`src/rtl/prim_clock_gate_ctrl.sv`:
```
// Idle-driven enable controller for a downstream prim_clock_gating cell.
// Optional gating-event counter (gate_cnt_o) enabled by PRIM_CLK_GATE_CTRL_STATS_EN.
module prim_clock_gate_ctrl #(
  parameter int IdleThreshold = 16,
  parameter int WakeCycles    = 2
`ifdef PRIM_CLK_GATE_CTRL_STATS_EN
  ,
  parameter int CntW          = 16
`endif
) (
  input  logic            clk_i,
  input  logic            rst_i,
  input  logic            idle_i,
  input  logic            wake_req_i,
  input  logic            sw_force_en_i,
  output logic            en_o,
  output logic            gated_o,
  output logic            wake_ack_o
`ifdef PRIM_CLK_GATE_CTRL_STATS_EN
  ,
  output logic [CntW-1:0] gate_cnt_o
`endif
);

  localparam int IdleW = $clog2(IdleThreshold + 1);
  localparam int WakeW = $clog2(WakeCycles + 1);
  localparam logic [IdleW-1:0] IdleLast = IdleW'(IdleThreshold - 1);
  localparam logic [WakeW-1:0] WakeLast = WakeW'(WakeCycles - 1);

  typedef enum logic [1:0] {
    RUN,
    GATED,
    WAKE
  } state_e;

  state_e            state, state_d;
  logic [IdleW-1:0]  idle_cnt, idle_cnt_d;
  logic [WakeW-1:0]  wake_cnt, wake_cnt_d;
  logic              req_served, req_served_d;
  logic              ack_d;

  always_ff @(posedge clk_i or posedge rst_i) begin
    if (rst_i) begin
      state      <= RUN;
      idle_cnt   <= '0;
      wake_cnt   <= '0;
      req_served <= 1'b0;
      en_o       <= 1'b1;
      gated_o    <= 1'b0;
      wake_ack_o <= 1'b0;
    end else begin
      state      <= state_d;
      idle_cnt   <= idle_cnt_d;
      wake_cnt   <= wake_cnt_d;
      req_served <= req_served_d;
      en_o       <= (state_d != GATED);
      gated_o    <= (state_d == GATED);
      wake_ack_o <= ack_d;
    end
  end

  always_comb begin
    state_d      = state;
    idle_cnt_d   = idle_cnt;
    wake_cnt_d   = wake_cnt;
    req_served_d = req_served;
    ack_d        = 1'b0;
    unique case (state)
      RUN: begin
        // A pending wake request or software force both block idle accumulation.
        if (idle_i && !sw_force_en_i && !wake_req_i) begin
          if (idle_cnt == IdleLast) begin
            state_d    = GATED;
            idle_cnt_d = '0;
          end else begin
            idle_cnt_d = idle_cnt + IdleW'(1);
          end
        end else begin
          idle_cnt_d = '0;
        end
        if (wake_req_i && !req_served) begin
          ack_d        = 1'b1;
          req_served_d = 1'b1;
        end
      end
      GATED: begin
        if (wake_req_i || !idle_i || sw_force_en_i) begin
          state_d    = WAKE;
          wake_cnt_d = '0;
        end
      end
      WAKE: begin
        if (wake_cnt == WakeLast) begin
          state_d    = RUN;
          wake_cnt_d = '0;
          if (wake_req_i && !req_served) begin
            ack_d        = 1'b1;
            req_served_d = 1'b1;
          end
        end else begin
          wake_cnt_d = wake_cnt + WakeW'(1);
        end
      end
      default: state_d = RUN;
    endcase
    if (!wake_req_i) req_served_d = 1'b0;
  end

`ifdef PRIM_CLK_GATE_CTRL_STATS_EN
  always_ff @(posedge clk_i or posedge rst_i) begin
    if (rst_i) begin
      gate_cnt_o <= '0;
    end else if (state == RUN && state_d == GATED && gate_cnt_o != '1) begin
      gate_cnt_o <= gate_cnt_o + CntW'(1);
    end
  end
`endif

endmodule
```
`config.mk`:
```
export PLATFORM = sky130hd
export DESIGN_NAME = prim_clock_gate_ctrl
export DESIGN_NICKNAME = d
export VERILOG_FILES = /design/src/rtl/prim_clock_gate_ctrl.sv
export SDC_FILE = /design/constraint.sdc
export NUM_CORES = 1
export LEC_CHECK = 0
export CELL_PAD_IN_SITES_DETAIL_PLACEMENT = 1
export CELL_PAD_IN_SITES_GLOBAL_PLACEMENT = 2
export CORE_MARGIN = 5
export CORE_UTILIZATION = 34
export DETAILED_ROUTE_END_ITERATION = 16
export GPL_ROUTABILITY_DRIVEN = 0
export GPL_TIMING_DRIVEN = 0
export PLACE_DENSITY_LB_ADDON = 0.05
export SETUP_SLACK_MARGIN = 0.3
export SKIP_LAST_GASP = 1
export SLEW_MARGIN = 20
export SYNTH_ARGS = -nofsm -noshare
export SYNTH_HDL_FRONTEND = slang
export SYNTH_SLANG_ARGS = --single-unit
```
`constraint.sdc`:
```
create_clock -name clk_i -period 2 [get_ports clk_i]
set_input_delay 0.2 -clock clk_i [delete_from_list [all_inputs] [get_ports clk_i]]
set_output_delay 0.2 -clock clk_i [all_outputs]
set_load 0.05 [all_outputs]
```
==> results.yml <==
layout:
  multiInputGateArea_um2: 231.5
  layout.nets: 72
  seq_area_um2: 326.6
  syn_to_final_growth_pct: 20.04
  drive_above_1_share_pct: 10.77
  n_antenna_cell: 0
  final_util_pct: 44.22
  fillCellCount: 178
yosys:
  avgSynthCellArea_um2: 10.64
  synth_most_common_cell: "dfrtp_1"
  synth_cell_types: 27
  synth_nets: 60
  ys_seq_elements: 13
  synth-async-reset-ratio_pct: 100.0
  yosys_warnings: 0
  synth_common_cells: "dfrtp_1 (12), nand2_1 (4), o21ai_1 (4)"
  yosysSeqAreaShare_pct: 56.86
  synthTopCellsByArea: "dfrtp_1 (52%), dfstp_2 (4.6%), o21ai_1 (3.5%)"
  syn_area_um2: 574.3
  netlist.area_leader.share_pct: 52.29
  synth_area_leader_cell: "dfrtp_1"
  ys.flop_type: "dfrtp_1"
  synth_cells: 54
  synth_edf_count: 0
timing:
  finalCritPeriodShare_pct: 79.90
  relSlewSlack_pct: 66.55
  clock.fmax_mhz: 625.8
  fin_crit_ns: 1.598
  hold_violations: 0
  setup_viol: 0
  tns_ns: 0
  fin_worst_skew_ns: 0.0009710
  slew_viol_final: 0
  rsz0062_at_grt: "no"
  worst_slew_pin_slew_ns: 0.5011
critical_path:
  start_kind: "flip-flop"
  cp-startpoint: "wake_ack_o$_DFF_PP0_"
  endpoint_kind: "primary output"
  crit_type: "flip-flop to primary output"
  crit_buf_inv: 1
  r2r_start: "idle_cnt[0]$_DFFE_PP0P_"
  cpPeakStageDelay_ns: 0.80
  arrival_ns: 1.40
  crit_fanout: 1
  slowest_stage: "clkdlybuf4s50_1"
  cp_cell_sequence: "clkdlybuf4s50_1"
  cp_top_family: "buffers and inverters"
  critPathRequiredTime_ns: 1.80
global_route:
  grt_max_degree: 14
  grt_use_total_pct: 10.15
  grt_pass1_vias: 453
  grt_pass1_wl_um: 2007
  grt_overflow: 0
  antenna_found_initial: 0
floorplanning:
  placement_rows: 14
  floorplan.die_area_um2: 2611
  io_pins: 8
  core_area_um2: 1559
  chipWidth_um: 51.10
  die_h_um: 51.10
  initial_core_util_pct: 36.84
place:
  port_buffers: 7
  hpwl_um: 832.8
route:
  firstDrtPassIters: 1
  avgRoutedWirePerCell_um: 14.22
  drtIter0Drc: 0
  wl_um: 1152
  drc_errors: 0
  num_vias: 437
  via_per_inst: 5.395
  ant_nets: 0
run_status:
  status: "completed"
clocking:
  cts_setup_buffers: 0
  clkSinkCount: 13
  clk_pin_slew_ns: 0.08
  cts_root_buffer: "clkbuf_4"
  worstSkewPairLatency_ns: 0.27
  cts_resized: 1
  clockBufferDepth: 2
  cts_hold_buf: 0
  cts_buffers: 3
  cts_tree: "built"
  cts_max_level: 1
power_and_ir_drop:
  swShare_pct: 22.68
  powerDensity_nw_per_um2: 687.8
  pwr-share-seq_pct: 58.1
  p_total_mw: 0.4742
  ir_drop_uv: 343.6
  switchingPower_mw: 0.1076
  p_leak_nw: 0.3136
  pwr-share-comb_pct: 8.1
  p_int_mw: 0.3666
  clkPwrFrac_pct: 33.8
flow_run:
  drv_cap: 0
min_path:
  hold_path_class: "input port to asynchronous set/reset pin"
## stage by stage
stage	worst slack, ns	cell area (um^2)	std cells	hold slack, ns
2_1_floorplan	0.7784	574.3	54	0.07624
3_3_place_gp	0.4152	664.4	77	0.4679
3_5_place_dp	0.4049	664.4	77	0.4772
4_1_cts	0.3880	689.4	81	0.2801
5_1_grt	0.3597	689.4	81	0.3115
6_report	0.4021	689.4	81	0.2538
## cells by family after synthesis
| group | after synthesis | share of synthesized area (%) |
|---|---|---|
| mux | 1 | 1.743 |
| compound gates | 13 | 14.38 |
| fa+ha+maj | 1 | 2.178 |
| simple gates | 22 | 22.00 |
| flops | 13 | 56.86 |
| buf+inv | 4 | 2.831 |
## sequential cells by signal, indices dropped and copies added (netlist names)
register / count
en_o: 1
wake_ack_o: 1
state: 2
gated_o: 1
req_served: 1
idle_cnt: 5
wake_cnt: 2
## layout make-up
cell class	instances	share of cell area [%]
plain buffers	3	1.815
clock buffers	4	3.811
inverters	1	0.5445
multi-input cells	37	33.58
flip-flops and latches	13	47.37
well taps	16	2.904
repair buffers	7	9.982
## placed cells by master (no fill, tap or decap)
master,instances
or3b_1,1
o21bai_1,1
inv_1,1
clkbuf_1,3
o31a_1,1
o2bb2ai_1,1
nor3_1,3
dlygate4sd2_1,1
nand2_1,4
or3_1,2
and3b_1,1
or2_2,1
nor2b_1,2
o21ai_1,4
ha_1,1
nand3_1,2
o21a_1,1
nand3b_1,2
o21ai_0,3
a21oi_1,1
nand2b_1,1
clkdlybuf4s50_1,6
clkbuf_4,3
o21ba_2,1
and3_1,2
dfrtp_1,12
nor2_1,1
dfstp_2,1
mux2i_1,1
buf_2,1
## final timing paths
path | slack [ns] | endpoint | cells past startpoint
max | 0.40 | wake_ack_o | 1
min | 0.25 | idle_cnt[0]$_DFFE_PP0P_ | 2
max reg2reg | 0.63 | en_o$_DFF_PP1_ | 4
min reg2reg | 0.49 | req_served$_DFFE_PP0P_ | 1
max in group asynchronous | 1.39 | en_o$_DFF_PP1_ | 2
min in group clk_i | 0.49 | req_served$_DFFE_PP0P_ | 1
## metal layers
layer	track usage [%]	routed length (um)	vias up	share of wire [%]
met5	0	0	-	0
met4	1.345	0	0	0
met3	3.779	52	0	4.5
met2	16.31	529	8	46
met1	13.36	570	218	49
li1	-	-	211	-
## power by group through the flow
stage | registers (mW) | clock network (mW) | logic [mW]
after floorplan | 0.283 | 0 | 0.0207
after global placement | 0.280 | 0 | 0.0396
after detailed placement | 0.281 | 0 | 0.0392
after CTS | 0.276 | 0.167 | 0.0398
after global routing | 0.277 | 0.182 | 0.0433
final | 0.276 | 0.160 | 0.0383
Note: power is estimated with default switching activity, not from simulation.
